### src/rtl/sudoku_board_loader_if.sv
// Recognizer-to-loader cell bus and loader-to-solver stream bus.
// The master side is the recognizer (plus whoever observes the solver stream);
// the slave side is the loader itself.
interface sudoku_board_loader_if;
    logic        cell_valid;
    logic [3:0]  cell_row;
    logic [3:0]  cell_col;
    logic [3:0]  cell_digit;
    logic        cell_ready;
    logic        frame_end;
    logic        reading;
    logic [10:0] data;
    logic        frame_done;
    logic        frame_err;

    modport master (
        output cell_valid, cell_row, cell_col, cell_digit, frame_end,
        input  cell_ready, reading, data, frame_done, frame_err
    );

    modport slave (
        input  cell_valid, cell_row, cell_col, cell_digit, frame_end,
        output cell_ready, reading, data, frame_done, frame_err
    );
endinterface

### src/rtl/sudoku_board_loader.sv
// Buffers a 9x9 board from out-of-order recognizer results, then streams it
// to the solver column-major (row index fastest) as 81 back-to-back beats.
// Cell encoding: bit 10 = empty, bits 9:0 = one-hot digit (bit 0 never used).
module sudoku_board_loader (
    input  logic                  clk,
    input  logic                  rst_n,
    sudoku_board_loader_if.slave  bus
);

    typedef enum logic {
        COLLECT = 1'b0,
        STREAM  = 1'b1
    } state_t;

    localparam logic [10:0] ENC_EMPTY = 11'h400;

    state_t      state_q, state_d;
    logic [3:0]  r_q, c_q;
    logic [3:0]  digit_q [81];
    logic [80:0] filled_q;
    logic        frame_done_q;
    logic        frame_err_q;

    logic        accept;
    logic        cell_legal;
    logic        last_beat;
    logic [6:0]  wr_idx;
    logic [6:0]  rd_idx;

    // Decode the incoming handshake and the current stream position.
    always_comb begin
        accept     = bus.cell_valid && (state_q == COLLECT);
        cell_legal = (bus.cell_row <= 4'd8) && (bus.cell_col <= 4'd8) &&
                     (bus.cell_digit <= 4'd9);
        // Storage is row-major; only meaningful when the cell is legal.
        wr_idx     = {3'b000, bus.cell_row} * 7'd9 + {3'b000, bus.cell_col};
        rd_idx     = {3'b000, r_q} * 7'd9 + {3'b000, c_q};
        last_beat  = (state_q == STREAM) && (r_q == 4'd8) && (c_q == 4'd8);
    end

    // State register.
    always_ff @(posedge clk or negedge rst_n) begin
        if (!rst_n) begin
            state_q <= COLLECT;
        end else begin
            // NOTE: flops take non-blocking assignments so every register in
            // the design samples pre-edge values, independent of block order.
            state_q <= state_d;
        end
    end

    // Next-state logic: frame_end starts the stream, the 81st beat ends it.
    always_comb begin
        // NOTE: a default on entry to every combinational block means no path
        // leaves a variable unassigned, so no latch can be inferred.
        state_d = state_q;
        case (state_q)
            COLLECT: if (bus.frame_end) state_d = STREAM;
            STREAM:  if (last_beat)     state_d = COLLECT;
            default: state_d = COLLECT;
        endcase
    end

    // Output decode: driven from flops only, no input-to-output paths.
    always_comb begin
        bus.cell_ready = (state_q == COLLECT);
        bus.reading    = (state_q == STREAM);
        bus.data       = ENC_EMPTY;
        if ((state_q == STREAM) && filled_q[rd_idx] && (digit_q[rd_idx] != 4'd0)) begin
            bus.data = 11'd1 << digit_q[rd_idx];
        end
        bus.frame_done = frame_done_q;
        bus.frame_err  = frame_err_q;
    end

    // Stream position: row index runs fastest, wrapping into the column index.
    always_ff @(posedge clk or negedge rst_n) begin
        if (!rst_n) begin
            r_q <= 4'd0;
            c_q <= 4'd0;
        end else if (state_q == STREAM) begin
            if (r_q == 4'd8) begin
                r_q <= 4'd0;
                c_q <= (c_q == 4'd8) ? 4'd0 : c_q + 4'd1;
            end else begin
                r_q <= r_q + 4'd1;
            end
        end else begin
            r_q <= 4'd0;
            c_q <= 4'd0;
        end
    end

    // Board storage: last legal write wins; the filled mask drops at frame end.
    always_ff @(posedge clk or negedge rst_n) begin
        if (!rst_n) begin
            // NOTE: the digit array is reset explicitly because the board must
            // read as all-zero after reset; a RAM macro could not do this.
            for (int i = 0; i < 81; i++) begin
                digit_q[i] <= 4'd0;
            end
            filled_q <= '0;
        end else if (last_beat) begin
            filled_q <= '0;
        end else if (accept && cell_legal) begin
            digit_q[wr_idx]  <= bus.cell_digit;
            filled_q[wr_idx] <= 1'b1;
        end
    end

    // Frame status: done pulses after the last beat; err is sticky through it.
    always_ff @(posedge clk or negedge rst_n) begin
        if (!rst_n) begin
            frame_done_q <= 1'b0;
            frame_err_q  <= 1'b0;
        end else begin
            frame_done_q <= last_beat;
            if (accept && !cell_legal) begin
                frame_err_q <= 1'b1;
            end else if (frame_done_q) begin
                frame_err_q <= 1'b0;
            end
        end
    end

endmodule

### src/flat_wrapper.sv
// flat-port wrapper written by rule: the top's interface ports become plain ports
module sudoku_board_loader_flat 
  (clk, rst_n, bus_cell_valid, bus_cell_row, bus_cell_col, bus_cell_digit, bus_frame_end, bus_cell_ready, bus_reading, bus_data, bus_frame_done, bus_frame_err);
  sudoku_board_loader_if bus_i ();
  input  logic clk;
  input  logic rst_n;
  input wire logic [$bits(bus_i.cell_valid)-1:0] bus_cell_valid;
  input wire logic [$bits(bus_i.cell_row)-1:0] bus_cell_row;
  input wire logic [$bits(bus_i.cell_col)-1:0] bus_cell_col;
  input wire logic [$bits(bus_i.cell_digit)-1:0] bus_cell_digit;
  input wire logic [$bits(bus_i.frame_end)-1:0] bus_frame_end;
  output wire logic [$bits(bus_i.cell_ready)-1:0] bus_cell_ready;
  output wire logic [$bits(bus_i.reading)-1:0] bus_reading;
  output wire logic [$bits(bus_i.data)-1:0] bus_data;
  output wire logic [$bits(bus_i.frame_done)-1:0] bus_frame_done;
  output wire logic [$bits(bus_i.frame_err)-1:0] bus_frame_err;
  assign bus_i.cell_valid = bus_cell_valid;
  assign bus_i.cell_row = bus_cell_row;
  assign bus_i.cell_col = bus_cell_col;
  assign bus_i.cell_digit = bus_cell_digit;
  assign bus_i.frame_end = bus_frame_end;
  assign bus_cell_ready = bus_i.cell_ready;
  assign bus_reading = bus_i.reading;
  assign bus_data = bus_i.data;
  assign bus_frame_done = bus_i.frame_done;
  assign bus_frame_err = bus_i.frame_err;
  sudoku_board_loader u_core (.clk(clk), .rst_n(rst_n), .bus(bus_i));
endmodule
### config.mk
export PLATFORM = sky130hd
export DESIGN_NAME = sudoku_board_loader_flat
export DESIGN_NICKNAME = d
export VERILOG_FILES = /design/src/rtl/sudoku_board_loader_if.sv /design/src/rtl/sudoku_board_loader.sv /design/src/flat_wrapper.sv
export SDC_FILE = /design/constraint.sdc
export NUM_CORES = 1
export LEC_CHECK = 0
export CORE_ASPECT_RATIO = 1.1
export CORE_MARGIN = 3
export CORE_UTILIZATION = 40
export DETAILED_ROUTE_END_ITERATION = 7
export RECOVER_POWER = 50
export SYNTH_ARGS = -nofsm -noshare
export SYNTH_HDL_FRONTEND = slang
export SYNTH_SLANG_ARGS = --single-unit
### constraint.sdc
create_clock -name clk -period 4.22 [get_ports clk]
set_input_delay 0.633 -clock clk [delete_from_list [all_inputs] [get_ports clk]]
set_output_delay 0.633 -clock clk [all_outputs]
set_load 0.03 [all_outputs]
==> results of run 1 <==
## worst min path at each step
stage                                         start                               to  slack (ns)
floorplan                                     rst_n  u_core.bus.frame_done$_DFF_PN0_        0.34
CTS                                           rst_n  u_core.filled_q[23]$_DFFE_PN0P_        0.14
global placement    u_core.filled_q[17]$_DFFE_PN0P_  u_core.filled_q[17]$_DFFE_PN0P_        0.45
global route         u_core.filled_q[7]$_DFFE_PN0P_   u_core.filled_q[7]$_DFFE_PN0P_        0.48
detailed placement  u_core.filled_q[37]$_DFFE_PN0P_  u_core.filled_q[37]$_DFFE_PN0P_        0.46
finish              u_core.filled_q[47]$_DFFE_PN0P_  u_core.filled_q[47]$_DFFE_PN0P_        0.47
## layout make-up
type                       count  area share [%]
multi-input combinational    901            38.6
sequential                   416            43.3
inverter                      10           0.156
timing repair buffer         226            8.37
clock inverter                11           0.463
clock buffer                  68            5.68
tap                          652            3.40
## report_power, final
group	leakage, nW	internal [mW]	switching (mW)
logic	5.49	3.87	3.65
registers	5.63	4.03	0.0356
clock network	0.722	2.30	1.63
total	11.8	10.2	5.32
## kinds of logic after synthesis
| logic type | synth area share [%] |
|---|---|
| fa+ha+maj | 1.83 |
| other cells | 0.0188 |
| compound gates | 3.97 |
| mux | 32.4 |
| xor+xnor | 0.558 |
| flops | 52.2 |
| buf+inv | 2.53 |
| simple gates | 6.53 |
## sequential cells by signal, indices dropped and copies added (netlist names)
| register | cells |
|---|---|
| u_core.bus.reading | 1 |
| u_core.c_q | 4 |
| u_core.filled_q | 81 |
| u_core.bus.frame_done | 1 |
| u_core.r_q | 4 |
| u_core.digit_q | 324 |
| u_core.bus.frame_err | 1 |
## worst max-delay path, delay by kind of cell (launching register included)
kind	cells	cell delay [ns]
muxes	3	1.04
buffers and inverters	5	0.85
adders and majority gates	2	0.54
and+or+nand+nor	2	0.44
DFF	1	0.42
AOI/OAI and AO/OA	2	0.27
## synth_stat cells (all sizes together) (2+ instances only)
cell type and instances:
or2 2, and4 2, nor2b 6, a211o 2
o31ai 3, xor2 5, a21oi 16, nand4 2
xnor2 6, a211oi 4, nor3 10, nor2 74
mux2 324, and3 4, a21o 52, and2 6
a311o 3, a31oi 6, nand2 127, mux2i 26
dfrtp 416, buf 28, o21a 4, nand3 28
clkbuf 57, fa 2, o21ai 11, ha 26
or3 5, mux4 111, inv 10, nor3b 6
nor4 4, nand2b 10
## per-stage QoR
step	utilization [%]	TNS, ns
after floorplan	-	0
after global placement	45.2	-2.10
after detailed placement	45.2	-3.34
after CTS	48.7	-5.56
after global routing	48.9	-6.64
final	48.9	-5.21
## timing repair
| action | CTS | global route |
|---|---|---|
| setup buffers | 7 | 8 |
| cloned | 2 | 1 |
| pin swaps | 6 | 5 |
| endpoints found under the hold margin | 0 | 0 |
| gates resized for setup | 28 | 26 |
| endpoints found under the setup margin | 10 | 10 |
## placed cells by master (no fill, tap or decap), types with 6 or more instances in the layout
cell	instances
sky130_fd_sc_hd__inv_1	9
sky130_fd_sc_hd__clkbuf_1	10
sky130_fd_sc_hd__o21ai_0	7
sky130_fd_sc_hd__buf_12	14
sky130_fd_sc_hd__ha_1	20
sky130_fd_sc_hd__mux4_2	98
sky130_fd_sc_hd__clkdlybuf4s50_1	14
sky130_fd_sc_hd__buf_4	170
sky130_fd_sc_hd__clkbuf_16	48
sky130_fd_sc_hd__ha_4	6
sky130_fd_sc_hd__mux4_1	13
sky130_fd_sc_hd__dfrtp_1	416
sky130_fd_sc_hd__nand2b_1	9
sky130_fd_sc_hd__nand2_1	125
sky130_fd_sc_hd__mux2_2	324
sky130_fd_sc_hd__a21o_1	52
sky130_fd_sc_hd__buf_6	15
sky130_fd_sc_hd__clkbuf_8	11
sky130_fd_sc_hd__a21oi_1	16
sky130_fd_sc_hd__mux2i_1	24
sky130_fd_sc_hd__nor3_1	8
sky130_fd_sc_hd__nand3_1	26
sky130_fd_sc_hd__nor2_1	72
## metal layers
metal / global-route usage, % / up-vias / wire, um
met5: 0 / - / 0
met1: 27.8 / 6615 / 22800
li1: - / 5580 / -
met3: 3.13 / 71 / 2360
met2: 32.7 / 285 / 25300
met4: 6.29 / 0 / 1340
==> results_tabular.tex, run 1 <==
\begin{tabular}{lr}
\hline
Metric & Value \\
\hline
\multicolumn{2}{l}{\textbf{Critical path}} \\
\quad Critical R2R Launch & u\_core.bus.reading\$\_DFF\_PN0\_ \\
\quad Max stage delay on crit path & 0.52 ns \\
\quad Worst setup path startpoint & u\_core.r\_q[0]\$\_DFF\_PN0\_ \\
\quad Flop2flop setup slack & 1.31 ns \\
\quad Type of element capturing the critical path & output port \\
\quad Worst reg2reg path depth & 7 \\
\quad Crit Path Max Fanout & 11 \\
\quad Worst setup path endpoint & bus\_data[2] \\
\quad Crit path max-delay cell type & sky130\_fd\_sc\_hd\_\_mux4\_2 \\
\quad Startpoint kind of the worst setup timing path & flip-flop \\
\quad Top cell by count, worst path & sky130\_fd\_sc\_hd\_\_buf\_6 \\
\quad Class of the most critical setup path & reg -> out \\
\quad Worst Path Required & 3.59 ns \\
\quad Reg-to-reg critical path endpoint & u\_core.digit\_q[284]\$\_DFFE\_PN0P\_ \\
\quad Worst-path cell chain & buf\_6, ha\_4, ha\_4, buf\_4, buf\_4, mux4\_2, mux4\_2, mux2i\_1, o32a\_1, o21ai\_2, buf\_6, nor4b\_4, nor2b\_4, buf\_6 \\
\quad Data arrival time of the critical path & 4.16 ns \\
\multicolumn{2}{l}{\textbf{Logic synthesis}} \\
\quad Post-synthesis sequential element count & 416 \\
\quad Async S/R FF share, synth & 100\% \\
\quad Count of different cell masters after synthesis & 63 \\
\quad Cell count after synthesis & 1412 \\
\quad Number of enable-type register cells in the synthesized netlist & 0 \\
\quad Dominant cells by area after synthesis & sky130\_fd\_sc\_hd\_\_dfrtp\_1 52\%, sky130\_fd\_sc\_hd\_\_mux2\_2 18\%, sky130\_fd\_sc\_hd\_\_mux4\_2 11\% \\
\quad Fraction of the yosys area taken by sequential cells & 52.2\% \\
\quad Most instantiated flip-flop cell in the synthesis netlist & sky130\_fd\_sc\_hd\_\_dfrtp\_1 \\
\quad Top cell type's share of synthesized area & 52.2\% \\
\quad Syn\_area\_per\_cell & 14.1 um\^{}2 \\
\quad Synth area leader & sky130\_fd\_sc\_hd\_\_dfrtp\_1 \\
\quad Post-synth design cell area & 19900 um\^{}2 \\
\quad Synthesized net count & 1456 \\
\quad Total of warnings raised by yosys & 0 \\
\multicolumn{2}{l}{\textbf{Routing}} \\
\quad Residual DRC count & 0 \\
\quad Number of iterations in the first detailed-routing pass & 8 \\
\quad Initial DRC Count & 999 \\
\quad Number of vias in the routed layout & 12600 \\
\quad Sum of routed wire length over all layers & 51800 um \\
\quad Wire per inst & 22.7 um \\
\quad Post-route ant nets & 0 \\
\quad Vias per cell & 5.50 \\
\multicolumn{2}{l}{\textbf{Timing}} \\
\quad Period utilization & 114\% \\
\quad Setup violators final & 10 \\
\quad Count of final max-slew check failures & 105 \\
\quad Setup repair after global routing missed its margin & yes \\
\quad Final worst-path setup slack & -0.572 ns \\
\quad Slew headroom & -76.0\% \\
\quad Clock period minus final worst setup slack & 4.79 ns \\
\quad Final setup skew & 0.0201 ns \\
\quad Maximum operating frequency & 0.209 GHz \\
\quad Worst hold-check slack & 0.469 ns \\
\quad Transition at the pin with the smallest max-transition slack & 2.64 ns \\
\quad Fin. Hold Viols & 0 \\
\multicolumn{2}{l}{\textbf{Clocking}} \\
\quad Count of hold buffers inserted by post-cts repair & 0 \\
\quad Number of clock sinks & 416 \\
\quad Clock tree from TritonCTS & yes \\
\quad Total number of H-tree levels & 2 \\
\quad Clock root buffer master & sky130\_fd\_sc\_hd\_\_clkbuf\_16 \\
\quad Clk pin slew, worst setup/hold paths & 0.06 ns \\
\quad Clock buffers created by TritonCTS & 46 \\
\quad Number of buffers on the longest clock path & 3 \\
\quad Clock latency on the worst-skew pair & 0.58 ns \\
\multicolumn{2}{l}{\textbf{Pwr}} \\
\quad Total power draw & 15.5 mW \\
\quad Static leakage & 11.8 nW \\
\quad Pwr Density & 646 nW/um\^{}2 \\
\quad Maximum ir drop on the vdd rail & 567 uV \\
\multicolumn{2}{l}{\textbf{Global route}} \\
\quad First-pass GRT wire length & 80300 um \\
\quad Pin count of the biggest net entering global routing & 105 \\
\quad Vias in the first global route & 13100 \\
\quad Global-route usage over all layers & 20.1\% \\
\quad Antenna violations before repair & 0 \\
\quad Gr ovfl total & 0 \\
\multicolumn{2}{l}{\textbf{Cells and area}} \\
\quad Multi-input gate area & 9280 um\^{}2 \\
\quad Reg area & 10400 um\^{}2 \\
\quad Nets@finish & 1645 \\
\quad Diode insertion count for antenna repair & 0 \\
\quad Final design area excluding fillers & 24000 um\^{}2 \\
\quad Share of layout cells above drive strength 1 & 45.5\% \\
\quad Final non-filler cell total & 2284 \\
\quad Number of filler cells placed in the layout & 4244 \\
\quad Synthesis-to-finish area growth & 20.5\% \\
\multicolumn{2}{l}{\textbf{Placed design}} \\
\quad Number of placed cells counting well taps & 2188 \\
\quad Sum of net half-perimeters after detailed placement & 35400 um \\
\quad Routability congestion estimate from global placement & 0.906 \\
\quad Pre-CTS setup slack & -0.241 ns \\
\quad Cell area after placement & 22200 um\^{}2 \\
\quad Count of input and output buffers & 29 \\
\multicolumn{2}{l}{\textbf{Min path}} \\
\quad Worst Hold Class & reg -> reg \\
\quad Hold path depth & 2 \\
\multicolumn{2}{l}{\textbf{Outcome}} \\
\quad Violations in the final reports & max-capacitance violations, max-slew violations, negative setup slack \\
\quad Status & finished with violations \\
\multicolumn{2}{l}{\textbf{Floorplanning}} \\
\quad Initial cell density of the core & 40.6\% \\
\quad Number of I/O pins & 31 \\
\quad Die height & 240 um \\
\quad Die width & 219 um \\
\quad Site row count & 85 \\
\quad DIE AREA & 52600 um\^{}2 \\
\quad Core Region & 49100 um\^{}2 \\
\multicolumn{2}{l}{\textbf{Job}} \\
\quad Number of max-cap violations & 1 \\
\hline
\end{tabular}
No activity file was read; power rests on OpenSTA's default activity.
==> run 2: changes to the inputs <==
SETUP_SLACK_MARGIN = 0.15   (was default)
==> run 2 against run 1 <==
Against the previous run: utilization grew 0.60 points; global-route usage increased by 0.11 points; highest routed layer unchanged; cell area is 1.2% higher; largest power group unchanged; flip-flop and latch count unchanged; critical endpoint is now bus_data[8]; critical path type unchanged; the flow still finishes with violations (max-capacitance violations, max-slew violations, negative setup slack).
==> results_tabular.tex, run 2 (same netlist as run 1, synthesis figures left out) <==
\begin{tabular}{lr}
\hline
Metric & Value \\
\hline
\multicolumn{2}{l}{\textbf{Clocking}} \\
\quad Clock root buffer master & sky130\_fd\_sc\_hd\_\_clkbuf\_16 (unchanged) \\
\quad Total number of H-tree levels & 2 (unchanged) \\
\quad Clock buffers created by TritonCTS & 45 (was 46) \\
\quad Clock tree from TritonCTS & yes (unchanged) \\
\quad Count of hold buffers inserted by post-cts repair & 0 (unchanged) \\
\quad Clock latency on the worst-skew pair & 0.58 ns (about the same) \\
\quad Number of buffers on the longest clock path & 3 (unchanged) \\
\quad Number of clock sinks & 416 (unchanged) \\
\quad Clk pin slew, worst setup/hold paths & 0.06 ns (about the same) \\
\multicolumn{2}{l}{\textbf{Cells and area}} \\
\quad Share of layout cells above drive strength 1 & 46.5\% (was 45.5\%) \\
\quad Number of filler cells placed in the layout & 4224 (was 4244) \\
\quad Final non-filler cell total & 2288 (was 2284) \\
\quad Reg area & 10400 um\^{}2 (unchanged) \\
\quad Largest reg by FF count & u\_core.digit\_q (unchanged) \\
\quad Commonest cells after routing, fill and taps aside & 416 x sky130\_fd\_sc\_hd\_\_dfrtp\_1, 324 x sky130\_fd\_sc\_hd\_\_mux2\_2, 167 x sky130\_fd\_sc\_hd\_\_buf\_4 (was 416 x sky130\_fd\_sc\_hd\_\_dfrtp\_1, 324 x sky130\_fd\_sc\_hd\_\_mux2\_2, 170 x sky130\_fd\_sc\_hd\_\_buf\_4) \\
\quad Regs by FF count & u\_core.digit\_q (324), u\_core.filled\_q (81) (unchanged) \\
\quad Synthesis-to-finish area growth & 21.9\% (was 20.5\%) \\
\quad Multi-input gate area & 9390 um\^{}2 (was 9280 um\^{}2) \\
\quad Diode insertion count for antenna repair & 0 (unchanged) \\
\quad Most common cell after layout, fill and taps aside & sky130\_fd\_sc\_hd\_\_dfrtp\_1 (unchanged) \\
\quad Nets@finish & 1646 (was 1645) \\
\quad Number of flip-flops under the largest register name & 324 (unchanged) \\
\multicolumn{2}{l}{\textbf{Critical path}} \\
\quad Class of the most critical setup path & reg -> out (unchanged) \\
\quad Worst reg2reg path depth & 7 (unchanged) \\
\quad Crit Path Max Fanout & 4 (was 11) \\
\quad Type of element capturing the critical path & output port (unchanged) \\
\quad Startpoint kind of the worst setup timing path & flip-flop (unchanged) \\
\quad Worst Path Required & 3.59 ns (about the same) \\
\quad Data arrival time of the critical path & 4.30 ns (was 4.16 ns) \\
\multicolumn{2}{l}{\textbf{Global route}} \\
\quad Gr ovfl total & 0 (unchanged) \\
\quad Vias in the first global route & 13200 (was 13100) \\
\quad Antenna violations before repair & 0 (unchanged) \\
\quad Global-route usage over all layers & 20.2\% (was 20.1\%) \\
\quad Pin count of the biggest net entering global routing & 141 (was 105) \\
\quad First-pass GRT wire length & 80900 um (was 80300 um) \\
\multicolumn{2}{l}{\textbf{Placed design}} \\
\quad Number of placed cells counting well taps & 2188 (unchanged) \\
\quad Count of input and output buffers & 29 (unchanged) \\
\quad Pre-CTS setup slack & -0.323 ns (was -0.241 ns) \\
\quad Sum of net half-perimeters after detailed placement & 35300 um (was 35400 um) \\
\quad Routability congestion estimate from global placement & 0.874 (was 0.906) \\
\multicolumn{2}{l}{\textbf{Floorplanning}} \\
\quad Initial cell density of the core & 40.6\% (unchanged) \\
\quad Die height & 240 um (unchanged) \\
\quad Site row count & 85 (unchanged) \\
\quad Core Region & 49100 um\^{}2 (unchanged) \\
\quad DIE AREA & 52600 um\^{}2 (unchanged) \\
\quad Number of I/O pins & 31 (unchanged) \\
\quad Die width & 219 um (unchanged) \\
\multicolumn{2}{l}{\textbf{Routing}} \\
\quad Vias per cell & 5.46 (was 5.50) \\
\quad Residual DRC count & 0 (unchanged) \\
\quad Number of vias in the routed layout & 12500 (was 12600) \\
\quad Wire per inst & 22.5 um (was 22.7 um) \\
\quad Number of iterations in the first detailed-routing pass & 5 (was 8) \\
\quad Post-route ant nets & 0 (unchanged) \\
\quad Initial DRC Count & 763 (was 999) \\
\quad Sum of routed wire length over all layers & 51600 um (was 51800 um) \\
\multicolumn{2}{l}{\textbf{Timing}} \\
\quad Period utilization & 117\% (was 114\%) \\
\quad Final worst-path setup slack & -0.711 ns (was -0.572 ns) \\
\quad Count of final max-slew check failures & 140 (was 105) \\
\quad Setup violators final & 10 (unchanged) \\
\quad Clock period minus final worst setup slack & 4.93 ns (was 4.79 ns) \\
\quad Final setup skew & 0.0199 ns (was 0.0201 ns) \\
\quad Setup repair after global routing missed its margin & yes (unchanged) \\
\quad Slew headroom & -146\% (was -76.0\%) \\
\quad Fin. Hold Viols & 0 (unchanged) \\
\quad Total Neg Setup Slack & -6.43 ns (was -5.21 ns) \\
\quad Maximum operating frequency & 0.203 GHz (was 0.209 GHz) \\
\quad Transition at the pin with the smallest max-transition slack & 3.68 ns (was 2.64 ns) \\
\quad Worst hold-check slack & 0.472 ns (was 0.469 ns) \\
\multicolumn{2}{l}{\textbf{Outcome}} \\
\quad Violations in the final reports & max-capacitance violations, max-slew violations, negative setup slack (unchanged) \\
\quad Status & finished with violations (unchanged) \\
\multicolumn{2}{l}{\textbf{Pwr}} \\
\quad Total power draw & 15.9 mW (was 15.5 mW) \\
\quad Pwr Density & 655 nW/um\^{}2 (was 646 nW/um\^{}2) \\
\quad Static leakage & 12.0 nW (was 11.8 nW) \\
\quad Maximum ir drop on the vdd rail & 578 uV (was 567 uV) \\
\multicolumn{2}{l}{\textbf{Min path}} \\
\quad Worst Hold Class & reg -> reg (unchanged) \\
\quad Hold path depth & 1 (was 2) \\
\multicolumn{2}{l}{\textbf{Job}} \\
\quad Number of max-cap violations & 1 (unchanged) \\
\hline
\end{tabular}
[run 2: area by class of cell]
class	count	area share, %
multi-input cells	901	38.6
well taps	652	3.35
clock buffers	69	5.66
clock inverters	12	0.576
flip-flops and latches	416	42.8
repair buffers	228	8.87
inverters	10	0.154
[run 2: through the flow]
| step | util (%) | cell area, um^2 |
|---|---|---|
| 6_report | 49.5 | 24300 |
| 3_5_place_dp | 45.5 | 22400 |
| 5_1_grt | 49.5 | 24300 |
| 2_1_floorplan | - | 20100 |
| 3_3_place_gp | 45.5 | 22400 |
| 4_1_cts | 49.4 | 24300 |
[run 2: worst max-delay path, stage by stage (launching register included)]
cell and delay [ns]:
sky130_fd_sc_hd__dfrtp_1 0.40, sky130_fd_sc_hd__buf_6 0.13, sky130_fd_sc_hd__ha_4 0.15, sky130_fd_sc_hd__ha_4 0.15
sky130_fd_sc_hd__fa_2 0.39, sky130_fd_sc_hd__buf_6 0.14, sky130_fd_sc_hd__and3_4 0.16, sky130_fd_sc_hd__or3_4 0.40
sky130_fd_sc_hd__nand2_8 0.10, sky130_fd_sc_hd__mux4_2 0.51, sky130_fd_sc_hd__mux2i_1 0.14, sky130_fd_sc_hd__buf_4 0.15
sky130_fd_sc_hd__o21ai_4 0.09, sky130_fd_sc_hd__nor4_4 0.37, sky130_fd_sc_hd__nor3b_4 0.28, sky130_fd_sc_hd__buf_12 0.15
[run 2: report_power, final]
part	total (mW)	internal [mW]	leakage (nW)	switching, mW
Combinational	7.87	3.98	5.57	3.89
Sequential	4.07	4.03	5.63	0.0372
Clock	4.00	2.38	0.755	1.62
Total	15.9	10.4	12.0	5.55
[run 2: per-layer routing]
layer	track usage [%]	up-vias	share of wire [%]
met5	0	-	0
met4	5.77	0	2.7
met3	3.30	77	4.0
met2	32.0	249	47
met1	28.9	6589	46
li1	-	5583	-
[run 2: final timing paths]
check                                                start                               to  slack (ns)
max in group asynchronous                            rst_n   u_core.digit_q[12]$_DFFE_PN0P_        0.47
min reg2reg                u_core.filled_q[16]$_DFFE_PN0P_  u_core.filled_q[16]$_DFFE_PN0P_        0.47
max                                u_core.r_q[0]$_DFF_PN0_                      bus_data[8]       -0.71
min                        u_core.filled_q[16]$_DFFE_PN0P_  u_core.filled_q[16]$_DFFE_PN0P_        0.47
max reg2reg                   u_core.bus.reading$_DFF_PN0_    u_core.digit_q[2]$_DFFE_PN0P_        1.49
min in group asynchronous                            rst_n  u_core.digit_q[212]$_DFFE_PN0P_        1.24
[run 2: timing repair]
| action | CTS | global route |
|---|---|---|
| gates resized for setup | 39 | 12 |
| endpoints found under the setup margin | 10 | 14 |
| cloned | 2 | 0 |
| pin swaps | 9 | 5 |
| setup buffers | 16 | 1 |
